### config.mk
export PLATFORM = sky130hd
export DESIGN_NAME = emulador_hcsr04
export DESIGN_NICKNAME = d
export VERILOG_FILES = /design/src/rtl/emulador_hcsr04.sv
export SDC_FILE = /design/constraint.sdc
export NUM_CORES = 1
export LEC_CHECK = 0
export BUFFER_PORTS_ARGS = -buffer_cell sky130_fd_sc_hd__buf_2
export CAP_MARGIN = 20
export CORE_UTILIZATION = 60
export DETAILED_ROUTE_END_ITERATION = 10
export PLACE_DENSITY = 0.79
export SETUP_SLACK_MARGIN = 0.05
export SYNTH_ARGS = -nofsm -noshare
export SYNTH_HDL_FRONTEND = slang
export SYNTH_SLANG_ARGS = --single-unit
### constraint.sdc
create_clock -name clock -period 5.1 [get_ports clock]
set_input_delay 0.255 -clock clock [delete_from_list [all_inputs] [get_ports clock]]
set_output_delay 0.255 -clock clock [all_outputs]
set_load 0.05 [all_outputs]
### src/rtl/emulador_hcsr04.sv
// HC-SR04 responder model: accepts a qualified trigger pulse and, after the burst
// delay, drives an echo pulse whose width encodes the programmed distance.
module emulador_hcsr04 #(
    parameter int CICLOS_POR_CM  = 2941,
    parameter int TRIGGER_MIN    = 500,
    parameter int ATRASO_ECHO    = 10000,
    parameter int DIST_MIN       = 2,
    parameter int DIST_MAX       = 400,
    parameter int TIMEOUT_CICLOS = 1900000,
    parameter int RECUPERACAO    = 1000
) (
    input  logic       clock,
    input  logic       reset,
    input  logic       trigger,
    input  logic [8:0] distancia,
    output logic       echo,
    output logic       ocupado,
    output logic [3:0] db_estado
);

    // One shared cycle counter serves every timed phase, so size it for the longest.
    localparam int M1    = (TIMEOUT_CICLOS > ATRASO_ECHO) ? TIMEOUT_CICLOS : ATRASO_ECHO;
    localparam int M2    = (M1 > RECUPERACAO) ? M1 : RECUPERACAO;
    localparam int M3    = (M2 > TRIGGER_MIN) ? M2 : TRIGGER_MIN;
    localparam int M4    = (M3 > CICLOS_POR_CM) ? M3 : CICLOS_POR_CM;
    localparam int CNT_W = $clog2(M4 + 1);

    localparam logic [CNT_W-1:0] TRIG_LIM     = CNT_W'(TRIGGER_MIN);
    localparam logic [CNT_W-1:0] ATRASO_LAST  = CNT_W'(ATRASO_ECHO - 1);
    localparam logic [CNT_W-1:0] CICLO_LAST   = CNT_W'(CICLOS_POR_CM - 1);
    localparam logic [CNT_W-1:0] TIMEOUT_LAST = CNT_W'(TIMEOUT_CICLOS - 1);
    localparam logic [CNT_W-1:0] RECUP_LAST   = CNT_W'(RECUPERACAO - 1);
    localparam logic [CNT_W-1:0] CNT_ONE      = CNT_W'(1);
    localparam logic [8:0]       DMIN_L       = 9'(DIST_MIN);
    localparam logic [8:0]       DMAX_L       = 9'(DIST_MAX);

    typedef enum logic [3:0] {
        INICIAL      = 4'd0,
        ESPERA       = 4'd1,
        MEDE_TRIGGER = 4'd2,
        ATRASO       = 4'd3,
        PULSO        = 4'd4,
        RECUPERA     = 4'd5
    } estado_t;

    estado_t           state_q, state_d;
    logic [CNT_W-1:0]  cnt_q, cnt_d;
    logic [8:0]        cm_q, cm_d;
    logic [8:0]        dist_q, dist_d;
    logic              echo_q, echo_d;
    logic              ocupado_q, ocupado_d;

    logic              timeout_sel;
    logic [8:0]        dist_eff;
    logic              fim_pulso;

    assign timeout_sel = (dist_q > DMAX_L);
    assign dist_eff    = (dist_q < DMIN_L) ? DMIN_L : dist_q;

    always_ff @(posedge clock) begin
        if (reset) begin
            state_q   <= INICIAL;
            cnt_q     <= '0;
            cm_q      <= '0;
            dist_q    <= '0;
            echo_q    <= 1'b0;
            ocupado_q <= 1'b0;
        end else begin
            state_q   <= state_d;
            cnt_q     <= cnt_d;
            cm_q      <= cm_d;
            dist_q    <= dist_d;
            echo_q    <= echo_d;
            ocupado_q <= ocupado_d;
        end
    end

    always_comb begin
        state_d   = state_q;
        cnt_d     = cnt_q;
        cm_d      = cm_q;
        dist_d    = dist_q;
        echo_d    = echo_q;
        ocupado_d = ocupado_q;
        fim_pulso = 1'b0;

        case (state_q)
            INICIAL: begin
                state_d = ESPERA;
                cnt_d   = '0;
            end
            ESPERA: begin
                if (trigger) begin
                    state_d = MEDE_TRIGGER;
                    cnt_d   = CNT_ONE;
                end
            end
            MEDE_TRIGGER: begin
                if (trigger) begin
                    if (cnt_q < TRIG_LIM) cnt_d = cnt_q + CNT_ONE;
                end else if (cnt_q >= TRIG_LIM) begin
                    dist_d    = distancia;
                    ocupado_d = 1'b1;
                    state_d   = ATRASO;
                    cnt_d     = '0;
                end else begin
                    state_d = ESPERA;
                    cnt_d   = '0;
                end
            end
            ATRASO: begin
                if (cnt_q == ATRASO_LAST) begin
                    state_d = PULSO;
                    echo_d  = 1'b1;
                    cnt_d   = '0;
                    cm_d    = dist_eff;
                end else begin
                    cnt_d = cnt_q + CNT_ONE;
                end
            end
            PULSO: begin
                // Width = cm count x cycles-per-cm via nested counters; timeout uses its own limit.
                if (timeout_sel) begin
                    if (cnt_q == TIMEOUT_LAST) fim_pulso = 1'b1;
                    else                       cnt_d = cnt_q + CNT_ONE;
                end else if (cnt_q == CICLO_LAST) begin
                    cnt_d = '0;
                    if (cm_q <= 9'd1) fim_pulso = 1'b1;
                    else              cm_d = cm_q - 9'd1;
                end else begin
                    cnt_d = cnt_q + CNT_ONE;
                end
                if (fim_pulso) begin
                    echo_d  = 1'b0;
                    state_d = RECUPERA;
                    cnt_d   = '0;
                    cm_d    = '0;
                end
            end
            RECUPERA: begin
                if (cnt_q == RECUP_LAST) begin
                    ocupado_d = 1'b0;
                    state_d   = ESPERA;
                    cnt_d     = '0;
                end else begin
                    cnt_d = cnt_q + CNT_ONE;
                end
            end
            default: begin
                state_d   = INICIAL;
                echo_d    = 1'b0;
                ocupado_d = 1'b0;
                cnt_d     = '0;
                cm_d      = '0;
            end
        endcase
    end

    assign echo      = echo_q;
    assign ocupado   = ocupado_q;
    assign db_estado = state_q;

endmodule

# Word level (Yosys, flattened, before mapping)
# Index checks and enable logic that the tools add are counted.
# totals
in_bits	12
wordCells	81
out_inout_bits	6
ff_bits	45
# classes
addsub	2
reduce_logical	9
mux	36
eq_ne	20
n_bitwise	3
order_cmp	5
# ops
op	n
two-way mux 21 bit	9
case mux 21 bit (5 select lines)	1
two-way mux 9 bit	6
case mux 9 bit (3 select lines)	1
case mux 4 bit (6 select lines)	1
adder 21 x 1 -> 21 bit, second input constant	1
equality test 21 x 10 -> 1 bit, second input constant	1
equality test 21 x 12 -> 1 bit, second input constant	1
equality test 21 x 14 -> 1 bit, second input constant	1
equality test 21 bit, second input constant	1
greater-or-equal comparator 21 x 9 -> 1 bit, second input constant	1
less-than comparator 21 x 9 -> 1 bit, second input constant	1
two-way mux 4 bit	5
inequality test 2 bit, second input constant	6
inequality test 3 bit, second input constant	4
two-way mux 1 bit	10
AND reduction 5 bit	2
> comparator 9 bit, second input constant	1
less-or-equal comparator 9 x 1 -> 1 bit, second input constant	1
less-than comparator 9 x 2 -> 1 bit, second input constant	1
AND reduction 3 bit	3
subtractor 9 x 1 -> 9 bit, second input constant	1
equality test 4 x 2 -> 1 bit, second input constant	2
equality test 4 x 3 -> 1 bit, second input constant	2
other kinds (8)	12

# Longest topological paths before layout
# Gate-level depths: netlist of the first run.
# logic_depth
word_depth	7
depth_mapped	9

# Worst setup path before layout of the first run
# OpenSTA, ideal clock, no wires.
# synth_path
kind	register -> register
startpoint	register state_q[1] (netlist: db_estado[1])
endpoint	register cnt_q[17]
setup_time_ps	70
setup_slack_ps	2748
stages_incl_launch_ff	9
synth_period_minus_slack_ps	2352
arrival_time_ps	2282
path_cell_list	dfxtp_1 -> buf_2 -> nand2b_1 -> or3_1 -> clkbuf_1 -> and4_1 -> nand2_1 -> or4_1 -> a21oi_1
# synth_between
elab_chain_len	3
word_cells_on_any_way	10
classes_between	eq/ne: 8; mux: 1; reduce/logical: 1
# synth_lines
element	line	source
start: declaration	46	estado_t state_q, state_d;
start signal: assignment	69	state_q <= state_d;
equality test 4 x 3 -> 1 bit (tied with other cells)	87	case (state_q)
inequality test 4 bit (no source line) (tied with other cells)	--	
AND reduction 3 bit (no source line)	--	
end signal: assignment	70	cnt_q <= cnt_d;
end: declaration	47	logic [CNT_W-1:0] cnt_q, cnt_d;
# Parallel ways exist; a longest one is shown, timed or not.
# A chain may end at the register's enable or synchronous reset.

# Worst setup path after layout of the first run
# layout_path
startpoint	register cnt_q[16]
endpoint	register cnt_q[19]
# layout_between
elab_chain_len	6
word_cells_on_any_way	22
classes_between	add/sub: 1; order compare: 1; eq/ne: 6; mux: 13; reduce/logical: 1
# layout_lines
element
branches (longest 6 deep; another with adder 21 x 1 -> 21 bit)
# Several ways; the timed one is not identified. The select of a mux whose other input is x is not followed.

==> impl.org, run 1 <==
** Synth
- Cells after Synth :: 310
- Simple-gate share of the synthesized area :: 0.318
- By area, the combinational part of the netlist is dominated by simple AND/OR/NAND/NOR gates.
- Netlist cell types :: 57
- Ys Warns :: 0
- The synthesized design contains 44 register bits.
- Of the total synthesized cell area, the portion taken by XOR and XNOR cells is 0.0572.
- Count of flip-flops with a built-in enable after synthesis :: 0
- Net count after synthesis :: 326
- Of the total synthesized cell area, the portion taken by full adders, half adders and majority gates is 0.0192.
- Seq/Total Area, Yosys :: 0.338
- Summing every instance area after synthesis gives 2600 um^2.
- Measured against the total synthesized area, the mux share comes to 0.0346.
- Post-synthesis compound-gate area fraction :: 0.192
- Syn Area/Cell :: 8.40 um^2
- Leading register cell type out of synthesis :: sky130_fd_sc_hd__dfxtp_1
- Fraction of registers with async set or reset after synthesis :: 0

** Final layout
- Most frequent cells in the layout :: sky130_fd_sc_hd__dfxtp_1 (44), sky130_fd_sc_hd__nor2_1 (36), sky130_fd_sc_hd__nand2_1 (18)
- Number of standard cells in the final layout excluding fillers :: 372
- The area growth from synthesis to layout is 6.92%.
- At the end of the flow, the number of nets in the layout was 337.
- The repair_antennas step left the layout with diodes totalling 0.
- Fraction of final layout cells sized beyond drive strength 1 :: 0.137
- Most common cell after layout, fill and taps aside :: sky130_fd_sc_hd__dfxtp_1

** GRT
- The number of global-route vias before repair was 2028.
- Pin count of the biggest net entering global routing :: 20
- Aggregate global routing overflow :: 0
- Across every metal layer, demand over resource in global routing totals 0.288.
- The first global-routing pass estimated 9850 um of wire.
- The number of antenna violations at the first check in global routing was 0.

** STA
- Final period utilization :: 0.604
- The worst pin sits at a relative slew slack of 0.326.
- Number of max-slew violations in the final report :: 0
- Transition time at the pin with the least slew margin :: 1.01 ns
- Derived from the worst setup path, the maximum achievable clock frequency is 325 MHz.
- For the final database, setup skew stands at 0.0122 ns.
- Setup violations remaining at the end of the flow were counted as 0.
- For the final routed database, the setup TNS stands at 0 ns.
- Final Hold Violating Endpoints :: 0
- Unrepaired setup endpoints after global routing :: no
- The worst path needs 3.08 ns of the cycle, external delays included.

** Clocking
- In this run the deepest clock path goes through 2 buffers.
- In this run the clock root is driven by a sky130_fd_sc_hd__clkbuf_8.
- The H-tree was split into 2 levels.
- Clock tree from TritonCTS :: built
- Counting every sink on the clock net gives 44.
- Clock-pin slew was measured on the worst setup and hold paths at 0.10 ns.
- Cts-stage hold buffer count :: 0
- Once the clock tree was built, the resizer swapped 0 gates to a different size.
- At the later pin of the worst-skew pair, clock insertion delay measures 0.32 ns.
- In this run the post-CTS setup repair buffer count came out at 0.
- TritonCTS created 5 clock buffers.

** Detailed routing
- Vias per inst :: 6.48
- Post-Route WL :: 6150 um
- Count of nets left with antenna violations after detail routing :: 0
- Post-route DRC :: 0
- Number of violations reported at the end of detailed-routing iteration 0 :: 209
- For this block, the via count after detailed routing is 2409.
- The first detailed-routing pass took 5 iterations.
- In the final routed layout, each cell accounts on average for 16.5 um.

** Place
- Counting tap cells, the placed design contains a total of 364 instances.
- Global placer's final weighted congestion :: 0.866
- Port bufs :: 16
- Detailed placement ended at an HPWL of 4300 um.

** Pwr
- Standby leakage power :: 0.000982 uW
- In this run the power spent charging and discharging nets is 224 uW.
- Combinational Power Share :: 0.146
- The worst-case IR drop observed on VDD is 199 uV.
- Cell-internal power :: 475 uW
- Fraction of power spent switching nets :: 0.320
- The share of total power dissipated in the clock network is 0.335.
- PwrDens :: 251 nW/um^2
- The share of total power dissipated in sequential elements is 0.519.

** Die
- For this configuration, the core starts out at a cell density of 0.637.
- Die X :: 67.9 um
- Area of the die :: 4600 um^2
- From bottom edge to top edge, the die measures 67.9 um.
- In this run the core area contains 23 standard-cell rows.
- Std-Cell Core Area :: 4090 um^2
- I/O pin cnt :: 18

** Critical path
- End of the critical path :: cnt_q[19]
- Critical register-to-register path endpoint :: cnt_q[19]
- CP Capture Type :: register
- Setup slack of the worst register-to-register path :: 2.02 ns
- The critical path is of the register to register type.
- Register-to-Register Path Depth :: 6
- Data arrives at the worst endpoint at 3.24 ns.
- STA classifies the critical path startpoint as a register.
- The critical path starts at cnt_q[16].
- STA puts the critical path data required time at 5.26 ns.
- R2R Path Start :: cnt_q[16]
- Critical-path maximum fanout :: 19

** Min path
- The path class of the tightest hold or removal check is input pin to register.
- Worst hold path cell count :: 3

** Run status
- Status :: finished, final reports clean

** Run
- Count of max-cap constraint violations :: 0
[area by class of cell]
class | instances | area [um^2]
Fill cell | 347 | 1300
Sequential cell | 44 | 881
Inverter | 10 | 37.5
Timing Repair Buffer | 17 | 87.6
Multi-Input combinational cell | 243 | 1620
Clock buffer | 5 | 68.8
Clock inverter | 3 | 23.8
Tap cell | 50 | 62.6
[per-stage QoR]
stage          area [um^2]   util  hold WS [ns]  setup WS (ns)  total power [uW]
2_1_floorplan         2600      -         0.402           2.75               450
3_3_place_gp          2690  0.658         0.478           2.15               469
3_5_place_dp          2690  0.658         0.488           2.06               470
4_1_cts               2780  0.681         0.168           2.04               697
5_1_grt               2780  0.681         0.179           1.78               720
6_report              2780  0.681         0.165           2.02               699
[logic make-up after synthesis]
logic type | after synthesis
AO/OA/AOI/OAI | 63
XOR/XNOR | 17
adder cells (fa/ha/maj) | 4
buffers and inverters | 23
flip-flops | 44
multiplexers | 9
other | 1
AND/OR/NAND/NOR | 149
[flip-flops by register name, indices dropped and copies added (netlist names)]
| name | cells |
|---|---|
| dist_q | 9 |
| echo | 1 |
| cm_q | 9 |
| cnt_q | 21 |
| db_estado | 3 |
| ocupado | 1 |
[cells in the mapped netlist (all sizes together), types with 2 or more instances]
cell	instances	area (um^2)
nor2	46	198
dfxtp	44	881
nand2	18	67.6
xor2	16	140
nand4	15	93.8
o21ai	13	65.1
nand3	12	60.1
nor3	11	60.1
and3	10	62.6
inv	10	37.5
a21oi	9	45.0
clkbuf	9	33.8
mux2i	9	90.1
o31ai	7	71.3
nor4	6	37.5
or3	6	42.5
and4	5	43.8
a21boi	4	30.0
a221o	4	40.0
and2	4	25.0
buf	4	28.8
ha	4	50.1
o211ai	4	35.0
o311ai	4	35.0
or4	4	30.0
a32oi	3	26.3
o2111ai	3	32.5
a21o	2	15.0
nand2b	2	12.5
nand3b	2	15.0
nand4b	2	17.5
nor2b	2	12.5
nor4b	2	32.5
o21a	2	15.0
o2bb2ai	2	17.5
[worst max-delay path, stage by stage (launching register included)]
cell and delay (ns):
sky130_fd_sc_hd__dfxtp_1 0.37, sky130_fd_sc_hd__nor3_1 0.26, sky130_fd_sc_hd__nand4_1 0.24, sky130_fd_sc_hd__o2111ai_2 0.73, sky130_fd_sc_hd__nand2_1 0.28, sky130_fd_sc_hd__o31ai_4 0.93
sky130_fd_sc_hd__a21oi_1 0.11
[how the worst min path moves through the flow]
| stage | start | end | slack [ns] |
|---|---|---|---|
| 3_5_place_dp | echo | echo | 0.49 |
| 5_1_grt | distancia[7] | dist_q[7] | 0.18 |
| 2_1_floorplan | distancia[0] | dist_q[0] | 0.40 |
| 4_1_cts | distancia[3] | dist_q[3] | 0.17 |
| 6_report | distancia[4] | dist_q[4] | 0.16 |
| 3_3_place_gp | echo | echo | 0.48 |
[routing by layer]
layer	track usage	vias up	share of wire
met5	0	-	0
met4	0.107	0	0.015
met3	0.0533	12	0.047
met2	0.406	77	0.44
met1	0.430	1141	0.50
li1	-	1179	-
[power by group through the flow]
| stage | clock network (uW) | logic (uW) | registers [uW] |
|---|---|---|---|
| 2_1_floorplan | 0 | 67.8 | 382 |
| 3_3_place_gp | 0 | 98.2 | 371 |
| 3_5_place_dp | 0 | 99.6 | 370 |
| 4_1_cts | 234 | 100 | 363 |
| 5_1_grt | 246 | 109 | 364 |
| 6_report | 234 | 102 | 363 |
Note: power is estimated with default switching activity, not from simulation.
==> inputs of run 2 (changes only) <==
--- a/config.mk
+++ b/config.mk
@@ -7,9 +7,9 @@
 export LEC_CHECK = 0
 export BUFFER_PORTS_ARGS = -buffer_cell sky130_fd_sc_hd__buf_2
 export CAP_MARGIN = 20
-export CORE_UTILIZATION = 60
+export CORE_UTILIZATION = 54
 export DETAILED_ROUTE_END_ITERATION = 10
-export PLACE_DENSITY = 0.79
+export PLACE_DENSITY = 0.75
 export SETUP_SLACK_MARGIN = 0.05
 export SYNTH_ARGS = -nofsm -noshare
 export SYNTH_HDL_FRONTEND = slang
==> constraint.sdc (replaced) <==
create_clock -name clock -period 2.7 [get_ports clock]
set_input_delay 0.135 -clock clock [delete_from_list [all_inputs] [get_ports clock]]
set_output_delay 0.135 -clock clock [all_outputs]
set_load 0.05 [all_outputs]
==> impl.org, run 2 (synthesis results as in run 1) <==
** Detailed routing
- The post-detailed-routing wire length was 6040 um (-1.7%).
- The post-detailed-route via-to-cell ratio is 6.23 (-3.7%).
- Post-route DRC :: 0 (unchanged)
- The number of DRC violations after detailed-routing iteration 0 is 224 (+7.2%).
- The number of iterations in the first detailed-routing pass was 4 (-1).
- The wire length per cell came to 15.9 um (-3.5%).
- Total via count in the routed design :: 2363 (-1.9%)
- The number of nets still failing antenna checks after routing came to 0 (unchanged).

** Final layout
- Max reg flops :: 21 (unchanged)
- The library cell used most frequently in the layout, excluding fill and tap cells, is sky130_fd_sc_hd__dfxtp_1.
- Ranked by flip-flop count, first place goes to cnt_q.
- The number of cells in the finished layout apart from fillers was 379 (+1.9%).
- The total number of nets in the final design came to 342 (+1.5%).
- Fraction of final layout cells sized beyond drive strength 1 :: 0.150 (+0.0132)
- Compared with the post-synthesis result, the final layout area differs by 8.46%.
- Inserted Diodes :: 0 (unchanged)
- Most frequent cells in the layout :: sky130_fd_sc_hd__dfxtp_1 (44), sky130_fd_sc_hd__nor2_1 (36), sky130_fd_sc_hd__nand2_1 (18)
- The largest registers in the layout are cnt_q x21, cm_q x9, dist_q x9.
- The number of filler instances in the final layout came to 404 (+16%).

** Die
- The area of the placeable core came to 4500 um^2 (+10%).
- I/O pin cnt :: 18 (unchanged)
- Vertical die dimension :: 71.4 um (+5.2%)
- The full die area is 5100 um^2 (+11%).
- Std-Cell Rows :: 24 (+4.3%)
- The initial core utilization is 0.578 (-0.0591).
- The width of the die is 71.4 um (+5.2%).

** Place
- Global placer's final weighted congestion :: 0.870 (+0.49%)
- The number of buffers inserted by port buffering came to 16 (unchanged).
- Post-place setup slack :: 0.389 ns (-1.67 ns)
- The post-detailed-placement half-perimeter wirelength is 4430 um (+2.9%).
- The cell count after placement was 371 (+1.9%).

** Clocking
- The count of clock tree sinks was 44 (unchanged).
- CTS H-Tree Depth :: 2 (unchanged)
- Cell at the root of the clock tree :: sky130_fd_sc_hd__clkbuf_8
- Cts-stage hold buffer count :: 0 (unchanged)
- The clock-pin slew of the registers on the worst-case setup and hold paths was 0.09 ns (about the same).
- The count of buffers added by post-CTS timing repair for setup is 0 (unchanged).
- The number of CTS-inserted buffers came to 5 (unchanged).
- Later-pin clock latency in the skew report :: 0.30 ns (-0.02 ns)
- Clock tree from TritonCTS :: built
- Maximum number of buffers from clock root to sink :: 2 (unchanged)
- The post-cts resize count was 0 (unchanged).

** STA
- The worst hold-check slack was 0.0583 ns (-0.107 ns).
- Post-Route Skew :: 0.00588 ns (-0.00636 ns)
- Number of max-slew violations in the final report :: 0 (unchanged)
- The setup violation total in the final timing report came to 0 (unchanged).
- Headroom to the max-slew limit :: 0.560 (+0.234)
- Final Hold Violating Endpoints :: 0 (unchanged)
- The share of the cycle needed by the critical path after routing is 0.865 (+0.261).
- Transition time at the pin with the least slew margin :: 0.656 ns (-0.355 ns)
- Worst-case setup margin in the final layout :: 0.365 ns (-1.65 ns)
- The minimum clock period after layout is 2.34 ns (-0.745 ns).
- The total negative slack for setup checks came to 0 ns (unchanged).
- Setup repair after global routing left no endpoint under its margin.
- F_max :: 428 MHz (+32%)

** GRT
- Pin count of the biggest net entering global routing :: 20 (unchanged)
- Initial antenna violation count :: 0 (unchanged)
- Aggregate global routing overflow :: 0 (unchanged)
- The number of global-route vias before repair was 2179 (+7.4%).
- Wire length of the first global-routing pass :: 10300 um (+4.6%)
- Overall fraction of global-route tracks in use :: 0.258 (-0.0299)

** Pwr
- Standby leakage power :: 0.00101 uW (+3.4%)
- PwrDens :: 468 nW/um^2 (+86%)
- The worst supply voltage drop on vdd was 416 uV (+110%).
- Power Total :: 1320 uW (+89%)

** Run
- The max-capacitance violation count is 0 (unchanged).

** Critical path
- STA classifies the critical path startpoint as a register.
- The arrival time reported for the critical path endpoint is 2.53 ns (-0.71 ns).
- The worst setup path is of the register to register kind.
- Critical-path maximum fanout :: 9 (-10)
- CP Capture Type :: register
- The required arrival time at the worst endpoint is 2.90 ns (-2.36 ns).

** Run status
- Status :: finished, final reports clean

** Min path
- The tightest min-delay check is of the input pin to register type.
## run 2: cell count changes in the layout (fill, tap and decap cells not counted)
cell                         delta
sky130_fd_sc_hd__clkinvlp_4     -2
sky130_fd_sc_hd__clkbuf_8       +1
sky130_fd_sc_hd__clkinv_2       +2
sky130_fd_sc_hd__buf_4          +5
sky130_fd_sc_hd__clkinv_4       -1
## run 2: metrics by stage
step / utilization / area (um^2)
6_report: 0.627 / 2820
5_1_grt: 0.627 / 2820
3_3_place_gp: 0.606 / 2730
2_1_floorplan: - / 2600
3_5_place_dp: 0.606 / 2730
4_1_cts: 0.627 / 2820
## run 2: final timing paths
kind	from	to	slack (ns)	depth (start not counted)
worst max-delay path	cnt_q[1]	cm_q[4]	0.36	7
worst min-delay path	distancia[6]	dist_q[6]	0.06	3
worst max register to register	cnt_q[1]	cm_q[4]	0.36	7
worst min register to register	echo	echo	0.50	2
## run 2: area by class of cell
type                    instances  area [um^2]  share of cell area
clock buffers                   6         82.6              0.0293
clock inverters                 2         10.0             0.00355
inverters                      10         37.5              0.0133
multi-input cells             243         1620               0.574
flip-flops and latches         44          881               0.312
well taps                      52         65.1              0.0230
repair buffers                 22          125              0.0443
## run 2: critical path, stage by stage, from the launching register on
cell	delay [ns]
sky130_fd_sc_hd__dfxtp_1	0.41
sky130_fd_sc_hd__ha_1	0.26
sky130_fd_sc_hd__nand4b_1	0.13
sky130_fd_sc_hd__nor3_1	0.27
sky130_fd_sc_hd__a32oi_1	0.27
sky130_fd_sc_hd__a221oi_4	0.51
sky130_fd_sc_hd__a21boi_1	0.12
sky130_fd_sc_hd__a221o_1	0.27
## run 2: power breakdown
| group | switching (uW) | internal, uW | total (uW) |
|---|---|---|---|
| Sequential | 23.7 | 662 | 685 |
| Combinational | 137 | 59.2 | 197 |
| Clock | 235 | 205 | 440 |
## run 2: per-layer routing
| layer | track usage | wire, um |
|---|---|---|
| met5 | 0 | 0 |
| met4 | 0.0756 | 72 |
| met3 | 0.0450 | 236 |
| met2 | 0.389 | 2680 |
| met1 | 0.379 | 3050 |
